### src/rtl/rv_mem_pkg.sv
// rtl/rv_mem_pkg.sv - shared types and constants for the MEM-stage load/store unit
package rv_mem_pkg;

    typedef enum logic [1:0] {
        WIDTH_WORD   = 2'b00,
        WIDTH_HALF   = 2'b01,
        WIDTH_BYTE   = 2'b10,
        WIDTH_DOUBLE = 2'b11
    } width_t;

    typedef logic [1:0] lsu_state_t;
    localparam lsu_state_t S_IDLE  = 2'd0;
    localparam lsu_state_t S_BEAT0 = 2'd1;
    localparam lsu_state_t S_BEAT1 = 2'd2;
    localparam lsu_state_t S_DONE  = 2'd3;

    localparam logic [3:0] CAUSE_LOAD_MIS    = 4'd4;
    localparam logic [3:0] CAUSE_LOAD_FAULT  = 4'd5;
    localparam logic [3:0] CAUSE_STORE_MIS   = 4'd6;
    localparam logic [3:0] CAUSE_STORE_FAULT = 4'd7;

    function automatic logic [3:0] width_bytes(input width_t w);
        case (w)
            WIDTH_BYTE:   width_bytes = 4'd1;
            WIDTH_HALF:   width_bytes = 4'd2;
            WIDTH_WORD:   width_bytes = 4'd4;
            default:      width_bytes = 4'd8;
        endcase
    endfunction

endpackage

### src/rtl/rv_mem_lane_align.sv
// rtl/rv_mem_lane_align.sv - byte-lane masks, store rotation, load merge and extension
module rv_mem_lane_align
    import rv_mem_pkg::*;
#(
    parameter int XLEN = 32,
    localparam int NB = XLEN / 8,
    localparam int OB = $clog2(NB)
) (
    input  width_t            width,
    input  logic [OB-1:0]     offset,
    input  logic              zero_ext,
    input  logic [XLEN-1:0]   wdata,
    input  logic [XLEN-1:0]   rdata_lo,
    input  logic [XLEN-1:0]   rdata_hi,
    output logic [NB-1:0]     mask0,
    output logic [NB-1:0]     mask1,
    output logic [XLEN-1:0]   wdata_rot,
    output logic [XLEN-1:0]   rdata_ext
);

    logic [2*NB-1:0]   size_mask;
    logic [2*NB-1:0]   full_mask;
    logic [2*XLEN-1:0] rdata_cat;
    logic [XLEN-1:0]   merged;
    logic [3:0]        nbytes;

    // The two-word mask spans both beats; its upper half is beat1's lanes.
    always_comb begin
        nbytes    = width_bytes(width);
        size_mask = '0;
        for (int i = 0; i < NB; i++) begin
            if (i < int'(nbytes)) size_mask[i] = 1'b1;
        end
        full_mask = size_mask << offset;
        mask0     = full_mask[NB-1:0];
        mask1     = full_mask[2*NB-1:NB];
    end

    always_comb begin
        wdata_rot = '0;
        for (int i = 0; i < NB; i++) begin
            wdata_rot[8*((i + int'(offset)) % NB) +: 8] = wdata[8*i +: 8];
        end
    end

    always_comb begin
        rdata_cat = {rdata_hi, rdata_lo};
        merged    = '0;
        for (int i = 0; i < NB; i++) begin
            merged[8*i +: 8] = rdata_cat[8*(i + int'(offset)) +: 8];
        end
        case (width)
            WIDTH_BYTE: rdata_ext = zero_ext ? XLEN'(merged[7:0])  : XLEN'($signed(merged[7:0]));
            WIDTH_HALF: rdata_ext = zero_ext ? XLEN'(merged[15:0]) : XLEN'($signed(merged[15:0]));
            WIDTH_WORD: rdata_ext = zero_ext ? XLEN'(merged[31:0]) : XLEN'($signed(merged[31:0]));
            default:    rdata_ext = merged;
        endcase
    end

endmodule

### src/rtl/rv_mem_lsu.sv
// rtl/rv_mem_lsu.sv - MEM-stage load/store unit with wait states, split beats and access faults
module rv_mem_lsu
    import rv_mem_pkg::*;
#(
    parameter int XLEN      = 32,
    parameter int SPLIT_MIS = 1,
    parameter int TIMEOUT   = 255
) (
    input  logic              clk,
    input  logic              reset,
    input  logic              flush_in,
    input  logic              req_valid_in,
    input  logic              req_write_in,
    input  logic [1:0]        width_in,
    input  logic              zero_ext_in,
    input  logic [XLEN-1:0]   addr_in,
    input  logic [XLEN-1:0]   wdata_in,
    output logic              busy_out,
    output logic              done_out,
    output logic [XLEN-1:0]   rdata_out,
    output logic              exc_out,
    output logic [3:0]        exc_cause_out,
    output logic              bus_valid_out,
    input  logic              bus_ready_in,
    output logic              bus_write_out,
    output logic [XLEN-1:0]   bus_addr_out,
    output logic [XLEN-1:0]   bus_wdata_out,
    output logic [XLEN/8-1:0] bus_mask_out,
    input  logic [XLEN-1:0]   bus_rdata_in,
    input  logic              bus_fault_in
);

    localparam int NB = XLEN / 8;
    localparam int OB = $clog2(NB);
    localparam int TW = (TIMEOUT > 1) ? $clog2(TIMEOUT + 1) : 1;
    localparam logic [TW-1:0] TO_LAST = TW'((TIMEOUT == 0) ? 0 : TIMEOUT - 1);

    lsu_state_t      state;
    logic [XLEN-1:0] addr_r, wdata_r, rbuf_r, rdata_r;
    width_t          width_r;
    logic            write_r, zext_r, two_r, exc_r, flushed_r;
    logic [3:0]      cause_r;
    logic [TW-1:0]   cnt;

    logic            req_go, illegal_in, mis_in, cross_in, exc_now, in_beat;
    logic [3:0]      size_in, off_in;
    logic [NB-1:0]   mask0, mask1;
    logic [XLEN-1:0] wdata_rot, rdata_ext, base_addr;

    assign size_in    = width_bytes(width_t'(width_in));
    assign off_in     = 4'(addr_in[OB-1:0]);
    assign illegal_in = (width_in == WIDTH_DOUBLE) && (XLEN == 32);
    assign mis_in     = illegal_in || ((off_in & (size_in - 4'd1)) != 4'd0);
    assign cross_in   = ({1'b0, off_in} + {1'b0, size_in}) > 5'(NB);
    assign exc_now    = illegal_in || (mis_in && (SPLIT_MIS == 0));
    assign req_go     = (state == S_IDLE) && req_valid_in && !flush_in;
    assign in_beat    = (state == S_BEAT0) || (state == S_BEAT1);
    assign base_addr  = {addr_r[XLEN-1:OB], {OB{1'b0}}};

    rv_mem_lane_align #(.XLEN(XLEN)) u_align (
        .width     (width_r),
        .offset    (addr_r[OB-1:0]),
        .zero_ext  (zext_r),
        .wdata     (wdata_r),
        .rdata_lo  ((state == S_BEAT1) ? rbuf_r : bus_rdata_in),
        .rdata_hi  (bus_rdata_in),
        .mask0     (mask0),
        .mask1     (mask1),
        .wdata_rot (wdata_rot),
        .rdata_ext (rdata_ext)
    );

    always_ff @(posedge clk) begin
        if (reset) begin
            state     <= S_IDLE;
            addr_r    <= '0;
            wdata_r   <= '0;
            rbuf_r    <= '0;
            rdata_r   <= '0;
            width_r   <= WIDTH_WORD;
            write_r   <= 1'b0;
            zext_r    <= 1'b0;
            two_r     <= 1'b0;
            exc_r     <= 1'b0;
            flushed_r <= 1'b0;
            cause_r   <= '0;
            cnt       <= '0;
        end else begin
            case (state)
                S_IDLE: begin
                    flushed_r <= 1'b0;
                    cnt       <= '0;
                    if (req_go) begin
                        addr_r  <= addr_in;
                        wdata_r <= wdata_in;
                        width_r <= width_t'(width_in);
                        write_r <= req_write_in;
                        zext_r  <= zero_ext_in;
                        two_r   <= cross_in;
                        rdata_r <= '0;
                        exc_r   <= exc_now;
                        cause_r <= req_write_in ? CAUSE_STORE_MIS : CAUSE_LOAD_MIS;
                        state   <= exc_now ? S_DONE : S_BEAT0;
                    end
                end
                S_BEAT0, S_BEAT1: begin
                    if (flush_in) flushed_r <= 1'b1;
                    if (bus_ready_in) begin
                        cnt <= '0;
                        if (flush_in || flushed_r) begin
                            state <= S_IDLE;
                        end else if (bus_fault_in) begin
                            exc_r   <= 1'b1;
                            cause_r <= write_r ? CAUSE_STORE_FAULT : CAUSE_LOAD_FAULT;
                            state   <= S_DONE;
                        end else if ((state == S_BEAT0) && two_r) begin
                            rbuf_r <= bus_rdata_in;
                            state  <= S_BEAT1;
                        end else begin
                            rdata_r <= write_r ? '0 : rdata_ext;
                            state   <= S_DONE;
                        end
                    end else if ((TIMEOUT != 0) && (cnt == TO_LAST)) begin
                        // Valid is withdrawn only here, when the slave never answered.
                        cnt     <= '0;
                        exc_r   <= 1'b1;
                        cause_r <= write_r ? CAUSE_STORE_FAULT : CAUSE_LOAD_FAULT;
                        state   <= (flush_in || flushed_r) ? S_IDLE : S_DONE;
                    end else begin
                        cnt <= cnt + TW'(1);
                    end
                end
                default: state <= S_IDLE;
            endcase
        end
    end

    assign busy_out      = req_go || in_beat;
    assign done_out      = (state == S_DONE) && !flush_in;
    assign exc_out       = done_out && exc_r;
    assign exc_cause_out = exc_out ? cause_r : 4'd0;
    assign rdata_out     = done_out ? rdata_r : '0;
    assign bus_valid_out = in_beat;
    assign bus_write_out = in_beat && write_r;
    assign bus_addr_out  = (state == S_BEAT1) ? base_addr + XLEN'(NB) : (in_beat ? base_addr : '0);
    assign bus_wdata_out = in_beat ? wdata_rot : '0;
    assign bus_mask_out  = (state == S_BEAT0) ? mask0 : ((state == S_BEAT1) ? mask1 : '0);

endmodule

### config.mk
export PLATFORM = sky130hd
export DESIGN_NAME = rv_mem_lsu
export DESIGN_NICKNAME = d
export VERILOG_FILES = /design/src/rtl/rv_mem_pkg.sv /design/src/rtl/rv_mem_lane_align.sv /design/src/rtl/rv_mem_lsu.sv
export SDC_FILE = /design/constraint.sdc
export NUM_CORES = 1
export LEC_CHECK = 0
export CAP_MARGIN = 20
export CORE_MARGIN = 2
export CORE_UTILIZATION = 55
export CTS_CLUSTER_SIZE = 14
export DETAILED_ROUTE_END_ITERATION = 16
export PLACE_DENSITY = 0.87
export SLEW_MARGIN = 20
export SYNTH_ARGS = -nofsm -noshare
export SYNTH_HDL_FRONTEND = slang
export SYNTH_SLANG_ARGS = --single-unit
### constraint.sdc
create_clock -name clk -period 10.4 [get_ports clk]
set_clock_uncertainty 0.1 [all_clocks]
set_input_delay 2.08 -clock clk [delete_from_list [all_inputs] [get_ports clk]]
set_output_delay 2.08 -clock clk [all_outputs]
set_load 0.1 [all_outputs]
After elaboration in Yosys (flattened, before gate mapping)
Cells that the tools add are included.
- equal/unequal tests: 18
- $lt $le $gt $ge: 5
- bitwise logic cells: 6
- add/subtract/negate cells: 10
- shifts and indexed selects: 13
- reductions and logical operators: 24
- mux-type cells: 55
- operators by type and width (kind ; count):
    $mux W32 ; 13
    $shiftx A64 B32 Y8 ; 3
    $shift A8 B33 Y32 const A ; 4
    $shiftx A8 B33 Y32 ; 4
    $pmux W32 S2 ; 2
    $neg A6 Y33 ; 3
    $bwmux W32 ; 3
    $shiftx A64 B6 Y8 ; 1
    $neg A5 Y33 ; 1
    $add A32 B3 Y32 const B ; 1
    $and A32 B32 Y32 ; 1
    $mux W4 ; 8
    $pmux W4 S3 ; 2
    $mux W2 ; 8
    $mux W8 ; 2
    $pmux W8 S2 ; 1
    $mux W1 ; 12
    $ne A2 B2 Y1 const B ; 6
    $eq A2 B2 Y1 const B ; 5
    $reduce_and A5 Y1 ; 2
    $ne A3 B3 Y1 const B ; 3
    $add A8 B1 Y8 const B ; 1
    $eq A8 B8 Y1 const B ; 1
    $lt A1 B4 Y1 const A ; 2
    20 further kinds ; 42
- output and inout port bits: 109
- bits in registers: 149
- word-level logic and storage cells: 144
- input port bits: 106

Depth between registers and ports, before layout
Gate-level depths: netlist of run 1.
- word-level depth: 11
- gate-level depth with buffers: 12
- depth with buffers taken out: 9

Modules after synthesis
From an unflattened synthesis of run 1, not the netlist that was laid out.
- cells, all modules: 1256
- area, all modules: 9502.9 um2
- modules (own cells, without submodules) (module ; cells each ; seq. area each (um2) ; area each (um2) ; times used):
    rv_mem_lsu ; 954 ; 2962.8 ; 7368.3 ; 1
    rv_mem_lane_align ; 302 ; 0.0 ; 2134.5 ; 1

Worst setup path before layout of run 1
OpenSTA, ideal clock, no wires.
- path kind: input-to-output
- start point: input port flush_in
- end point: output port rdata_out[22]
- arrival time: 4.250 ns
- setup slack: 3.970 ns
- path buffers: 2
- stages: 4
- data required time: 8.220 ns
- path through: nor2b_1 > clkbuf_1 > clkbuf_1 > and2_1
- cells in the longest elaborated chain, start to end: 3
- ends and longest elaborated chain (element ; line ; text):
    start: declaration ; rv_mem_lsu.sv:11 ; input logic flush_in,
    $logic_not A1 Y1 ; rv_mem_lsu.sv:139 ; assign done_out = (state == S_DONE) && !flush_in;
    $logic_and A1 B1 Y1 ; rv_mem_lsu.sv:139 ;
    via done_out ; rv_mem_lsu.sv:19 ; output logic done_out,
    $mux W32 ; rv_mem_lsu.sv:142 ; assign rdata_out = done_out ? rdata_r : '0;
    end: declaration ; rv_mem_lsu.sv:20 ; output logic [XLEN-1:0] rdata_out,
The timed path passes the listed nets, and every way through them passes these cells.

Worst setup path in the final report of run 1
- start point: register addr_r[0]
- end point: output port bus_wdata_out[18]
- cells in the longest elaborated chain, start to end: 9
- elaborated cells between the ends (all ways): 26
- those cells by class: add/sub (7); shift (8); mux (4); bitwise (4); reduce/logical (3)
- ends and longest elaborated chain (element ; line ; text):
    start: declaration ; rv_mem_lsu.sv:39 ; logic [XLEN-1:0] addr_r, wdata_r, rbuf_r, rdata_r;
    start signal: assignment ; rv_mem_lsu.sv:94 ; addr_r <= addr_in;
    $add A1 B2 Y3 ; rv_mem_lane_align.sv:42 ; wdata_rot[8*((i + int'(offset)) % NB) +: 8] = wdata[8*i +: 8];
    $reduce_or A2 Y1 (no source line) ; n/a ;
    $and A1 B1 Y1 (no source line) ; n/a ;
    $neg A6 Y33 ; rv_mem_lane_align.sv:42 ;
    $shiftx A8 B33 Y32 / $shift A8 B33 Y32 (equally long branches) ; rv_mem_lane_align.sv:42 ;
    $bwmux W32 (2 in series) ; rv_mem_lane_align.sv:42 ;
    $bwmux W32 * ; rv_mem_lane_align.sv:42 ;
    $mux W32 * ; rv_mem_lsu.sv:146 ; assign bus_wdata_out = in_beat ? wdata_rot : '0;
    end: declaration ; rv_mem_lsu.sv:27 ; output logic [XLEN-1:0] bus_wdata_out,
Every way passes the cells marked *; elsewhere a longest branch is shown, timed or not.

==> metrics.txt, run 1 <==
status complete, no violations; sequential fraction of the synthesis area 0.329; Seq cells post-synth 148; vias in the first global route 8852; Starting DRT DRC Count 1212; Gate power share 0.235; Final TNS setup 0 ns; Syn Inst Count 1151; layout net count 1437; antenna violations before repair 0; yosys synthesis warning count 0; Clock transition at path regs 0.06 ns; Root Buffer Master clkbuf_16; Post CTS Setup Buffer Count 0; Layout area overhead 29.9%; Max Root-Sink Buffers 2; Via-to-Cell Ratio 6.09; Clock Sinks 148; wire length on met1 11300 um; highest metal used met4; worst relative slew slack 0.252; initial core utilization 0.565; most frequent cells in the layout nand2_1, clkdlybuf4s50_1, dfxtp_1, a21oi_1, a22oi_1; maximum VDD drop 0.000113 V; core footprint 15900 sq um; Seq pwr share 0.390; ant diodes 0; CP arrival 5.47 ns; period utilisation layout 0.736; grt ovf 0; CP top delay family buffers and inverters; commonest non-fill, non-tap cell in the layout nand2_1; Switching Share 0.344; top cells by area, synth dfxtp_1, nand2_1, a21oi_1; worst-path fanout max 29; Routed Antenna Nets 0; slowest CP cell clkdlybuf4s50_1; drt total wl 28900 um; final setup vio count 0; fin. max-slew vios 0; post-CTS sizing 0; post-layout min period 7.65 ns; Netlist Area Pre-Place 9000 sq um; wire length on met3 2970 um; Via Count 9366; Clk pwr share 0.375; synth unique cells 60; Die X-Extent 132 um; worst skew pair latency 0.43 ns; crit path buf inv count 3; largest net degree at the start of global routing 82; layout cells sized above 1 0.0855; Critical Path Max Stage Delay 1.14 ns; measured slew at the worst slew-check pin 1.11 ns; CP required 8.22 ns; CP Cell Sequence buf_4 -> clkinv_1 -> ha_1 -> nand3b_1 -> nor3_1 -> a22oi_1 -> o21ai_0 -> a22o_1 -> clkdlybuf4s50_1; final hold viol count 0; Worst Setup Start Kind flip-flop; Hold WC Path Type flip-flop to flip-flop; Hold Path Origin rdata_r[12]; Worst Path Class, Setup flip-flop to primary output; CP Capture Type primary output; f_max 0.131 GHz; Hold Buf Count CTS 0; share of the synthesized area in the top cell type 0.329; Die ar. 17400 sq um; launch point of the worst path addr_r[0]; max-cap violations 0; first-pass GRT wire length 46400 um; Post-synth EDFFs 0; Die H 132 um; DPL Wire Length 20300 um; Primary FF master, synth dfxtp_1; CTS tree done; RSZ-0062 raised after global routing no; Synth area leader dfxtp_1; Avg WL per Cell 18.8 um; Placer Congestion 0.978; final std cells w/o fill 1538; # IOs 215; CTS H-tree depth 4; Post-Syn Area per Cell 7.82 sq um; CTS buffer count 17; site row count 46; DRC 0; Fin Hold WS 0.355 ns; FFs w/ async S/R, synth 0; Power Density 135 nW/um^2; DRT Pass-1 Iters 6; Met2 Wirelength 13600 um; total track usage 0.328; Leakage 4.23 nW; dpl cells 1506; R2R Path Start addr_r[0]; Net Switching 543 uW; PortBufs 211; P_int 1.04 mW
==> per-stage QoR <==
stage,utilization,cell area (sq um),worst slack [ns],power [mW]
after global routing,0.733,11700,2.47,1.63
after CTS,0.733,11700,2.81,1.58
after global placement,0.697,11100,3.30,0.985
after floorplan,-,9010,3.97,0.869
after detailed placement,0.697,11100,3.19,0.991
final,0.733,11700,2.75,1.58
==> logic make-up (layout without fill, tap and decap cells) <==
kind of cell | after synthesis | after routing | synth area share
compound gates | 298 | 298 | 0.211
mux | 86 | 86 | 0.133
other cells | 1 | 3 | 0.000417
buf+inv | 103 | 272 | 0.0471
xor+xnor | 7 | 7 | 0.00681
flops | 148 | 148 | 0.329
simple gates | 486 | 486 | 0.240
fa+ha+maj | 22 | 22 | 0.0314
==> worst register-to-register path, cell delays in order (launching register included) <==
cell	delay, ns
dfxtp_1	0.31
buf_4	0.33
clkinv_1	0.86
mux4_2	0.60
and3b_4	0.22
o2111ai_4	0.42
nand2_1	0.11
==> worst paths after layout <==
| check | cells after the start | slack, ns | to |
|---|---|---|---|
| setup / recovery | 9 | 2.75 | bus_wdata_out[18] |
| hold / removal | 2 | 0.35 | rdata_r[12] |
| setup reg to reg | 6 | 7.31 | rdata_r[19] |
| hold reg to reg | 2 | 0.35 | rdata_r[12] |
==> layout make-up <==
class	instances	area [sq um]
clock buffers	17	425
clock inverters	15	144
fillers	1202	4250
inverters	20	75.1
multi-input cells	902	5640
flip-flops and latches	148	2960
well taps	216	270
repair buffers	220	2180
==> synth_stat cells (all sizes together), types with 2 or more instances <==
cell type  instances
o31ai              2
mux2              32
nand2            311
or2                4
and2              37
a22oi             57
ha                21
and3              14
xnor2              4
dfxtp            148
mux4              24
or3                6
a22o              26
o22ai              3
nand4             11
o211ai             2
buf               19
and3b              3
nor4               3
a21oi            130
o221ai             7
nor3               7
nand3             20
nor2b              8
nand3b             2
xor2               3
a21o               8
nand2b            10
a211o              8
o21ai             43
inv               19
mux2i             30
a211oi             2
nor2              47
clkbuf            64
==> per-layer routing <==
metal | track usage | up-vias
met5 | 0 | -
met4 | 0.130 | 0
met3 | 0.0773 | 90
met2 | 0.534 | 591
met1 | 0.421 | 4323
li1 | - | 4362
==> power groups by stage <==
stage / sequential, mW / clock (mW) / combinational, mW
after floorplan: 0.618 / 0 / 0.250
after global placement: 0.626 / 0 / 0.359
after detailed placement: 0.627 / 0 / 0.364
after CTS: 0.614 / 0.595 / 0.366
after global routing: 0.618 / 0.621 / 0.395
final: 0.616 / 0.593 / 0.372
==> sequential cells by signal, summed over array words and instances, names as in the netlist, 2 cells and up <==
name     flops
rbuf_r      32
rdata_r     32
width_r      2
wdata_r     32
cause_r      3
addr_r      32
cnt          8
state        2
Power figures use the tool's default switching activity.
==> inputs of run 2 (changes only) <==
--- a/config.mk
+++ b/config.mk
@@ -7,10 +7,10 @@
 export LEC_CHECK = 0
 export CAP_MARGIN = 20
 export CORE_MARGIN = 2
-export CORE_UTILIZATION = 55
+export CORE_UTILIZATION = 51
 export CTS_CLUSTER_SIZE = 14
 export DETAILED_ROUTE_END_ITERATION = 16
-export PLACE_DENSITY = 0.87
+export PLACE_DENSITY = 0.82
 export SLEW_MARGIN = 20
 export SYNTH_ARGS = -nofsm -noshare
 export SYNTH_HDL_FRONTEND = slang
==> constraint.sdc (replaced) <==
create_clock -name clk -period 7.2 [get_ports clk]
set_clock_uncertainty 0.1 [all_clocks]
set_input_delay 1.44 -clock clk [delete_from_list [all_inputs] [get_ports clk]]
set_output_delay 1.44 -clock clk [all_outputs]
set_load 0.1 [all_outputs]
==> metrics.txt, run 2 (same netlist as run 1, synthesis figures left out) <==
status complete, no violations; drt total wl 28300 um (-2.2%); Clock transition at path regs 0.06 ns (about the same); CP dominant cell by count buf_4; Die X-Extent 137 um (+3.7%); commonest non-fill, non-tap cell in the layout nand2_1; CP Depth 9 (unchanged); Clock Sinks 148 (unchanged); initial core utilization 0.520 (-0.0442); max-cap violations 0 (unchanged); P_int 1.56 mW (+50%); period utilisation layout 0.743; total power 2.31 mW (+46%); f_max 0.187 GHz; DRT Pass-1 Iters 6 (unchanged); CTS H-tree depth 4 (unchanged); Die H 137 um (+3.7%); CP required 5.66 ns (-2.56 ns); PortBufs 211 (unchanged); layout cells sized above 1 0.110 (+0.0248); Via Count 9175 (-2.0%); R2R cell count 9 (+3); Gate power share 0.231 (-0.004); R2R Path Start state[0]; FF-to-FF End rdata_r[12]; Post-Place Cell Area 11100 sq um (-0.42%); layout net count 1440 (+0.21%); Layout area overhead 29.4%; CP top delay family simple AND/OR/NAND/NOR gates; Root Buffer Master clkbuf_16; final setup vio count 0 (unchanged); Post CTS Setup Buffer Count 0 (unchanged); crit path buf inv count 3 (unchanged); CP Cell Sequence buf_4 -> inv_2 -> ha_1 -> nand2_1 -> nor3_1 -> a22oi_1 -> o21ai_0 -> a22o_1 -> buf_4; Finished Cell Area 11600 sq um (-0.34%); measured slew at the worst slew-check pin 1.08 ns (-0.0337 ns); # IOs 215 (unchanged); fin. max-slew vios 0 (unchanged); Switching Share 0.326 (-0.0177); CP arrival 3.81 ns (-1.66 ns); Hold WC Path Type flip-flop to flip-flop; Finished Core Util 0.674 (-0.0597); post-CTS sizing 0 (unchanged); Net Switching 753 uW (+39%); Placer Congestion 0.963 (-1.5%); Worst R2R Setup Slack 3.90 ns (-3.41 ns); maximum VDD drop 0.000186 V (+64%); Leakage 4.32 nW (+2.0%); DRC 0 (unchanged); Worst Path Class, Setup flip-flop to primary output; # fillers 1435 (+19%); DPL Wire Length 19900 um (-2.0%); Critical Path Max Stage Delay 0.80 ns (-0.34 ns); total track usage 0.300 (-0.0281); core footprint 17300 sq um (+8.5%); Via-to-Cell Ratio 5.92 (-2.7%); slowest CP cell ha_1; dpl cells 1518 (+0.80%); largest net degree at the start of global routing 81 (-1.2%); CP Capture Type primary output; Avg WL per Cell 18.3 um (-2.9%); most frequent cells in the layout nand2_1, clkdlybuf4s50_1, dfxtp_1, a21oi_1, a22oi_1; post-layout min period 5.35 ns; Power Density 198 nW/um^2 (+47%); launch point of the worst path addr_r[1]; vias in the first global route 8322 (-6.0%); worst relative slew slack 0.278 (+0.0260); Starting DRT DRC Count 891 (-26%); Routed Antenna Nets 0 (unchanged); first-pass GRT wire length 44000 um (-5.0%); worst skew pair latency 0.42 ns (about the same); ant diodes 0 (unchanged); Critical Path Sink bus_wdata_out[10]; Final TNS setup 0 ns (unchanged); Die ar. 18700 sq um (+7.6%); Max Root-Sink Buffers 2 (unchanged); Clk pwr share 0.385 (+0.010); site row count 48 (+4.3%); worst-path fanout max 27 (-6.9%); Worst Setup Start Kind flip-flop; final std cells w/o fill 1549 (+0.72%); grt ovf 0 (unchanged); Hold Buf Count CTS 0 (unchanged); final hold viol count 0 (unchanged); Seq pwr share 0.384 (-0.006); CTS tree done; RSZ-0062 raised after global routing no; CTS buffer count 17 (unchanged); antenna violations before repair 0 (unchanged)
-- run 2: cell count changes in the layout (fill, tap and decap cells not counted) --
cell / delta
buf_4: +35
clkdlybuf4s50_1: -32
bufinv_16: +2
clkinv_8: -2
clkbuf_1: +1
inv_6: -1
inv_8: -1
nor2b_2: +1
nor2b_4: -1
-- run 2: routing by layer --
metal | wire length, um | GRT usage
met1 | 12300 | 0.404
met3 | 2160 | 0.0652
met4 | 784 | 0.104
met5 | 0 | 0
met2 | 13100 | 0.476
-- run 2: worst min-delay path by stage --
stage,from,to,slack [ns],depth (start not counted)
2_1_floorplan,rdata_r[8],rdata_r[8],0.33,2
3_3_place_gp,rbuf_r[24],rbuf_r[24],0.34,2
3_5_place_dp,rbuf_r[27],rbuf_r[27],0.34,2
4_1_cts,rbuf_r[27],rbuf_r[27],0.35,2
5_1_grt,rbuf_r[28],rbuf_r[28],0.37,2
6_report,rbuf_r[22],rbuf_r[22],0.35,2
-- run 2: power by group through the flow --
| stage | logic, mW | registers (mW) | clock network [mW] |
|---|---|---|---|
| floorplan | 0.362 | 0.893 | 0 |
| detailed placement | 0.524 | 0.904 | 0 |
| global route | 0.569 | 0.892 | 0.927 |
| CTS | 0.528 | 0.886 | 0.891 |
| finish | 0.534 | 0.887 | 0.888 |
| global placement | 0.518 | 0.903 | 0 |
-- run 2: cell type report --
| class | instances | area [sq um] | area share |
|---|---|---|---|
| tap | 225 | 282 | 0.0242 |
| inverter | 20 | 75.1 | 0.00644 |
| multi-input combinational | 902 | 5630 | 0.483 |
| sequential | 148 | 2960 | 0.254 |
| timing repair buffer | 223 | 2120 | 0.182 |
| clock buffer | 18 | 429 | 0.0368 |
| clock inverter | 13 | 151 | 0.0130 |
-- run 2: worst reg2reg max path, stage by stage, from the launching register on --
cell and delay (ns):
dfxtp_1 0.39, inv_1 0.11, ha_1 0.59, buf_4 0.30, nand2_1 0.09, o41a_1 0.47
or2_0 0.41, buf_4 0.26, a211o_1 0.30, a21oi_1 0.18
-- run 2: stage by stage --
step / hold slack (ns) / setup slack (ns)
4_1_cts: 0.352 / 1.84
6_report: 0.353 / 1.85
2_1_floorplan: 0.327 / 1.58
5_1_grt: 0.371 / 1.53
3_3_place_gp: 0.338 / 1.92
3_5_place_dp: 0.343 / 1.84
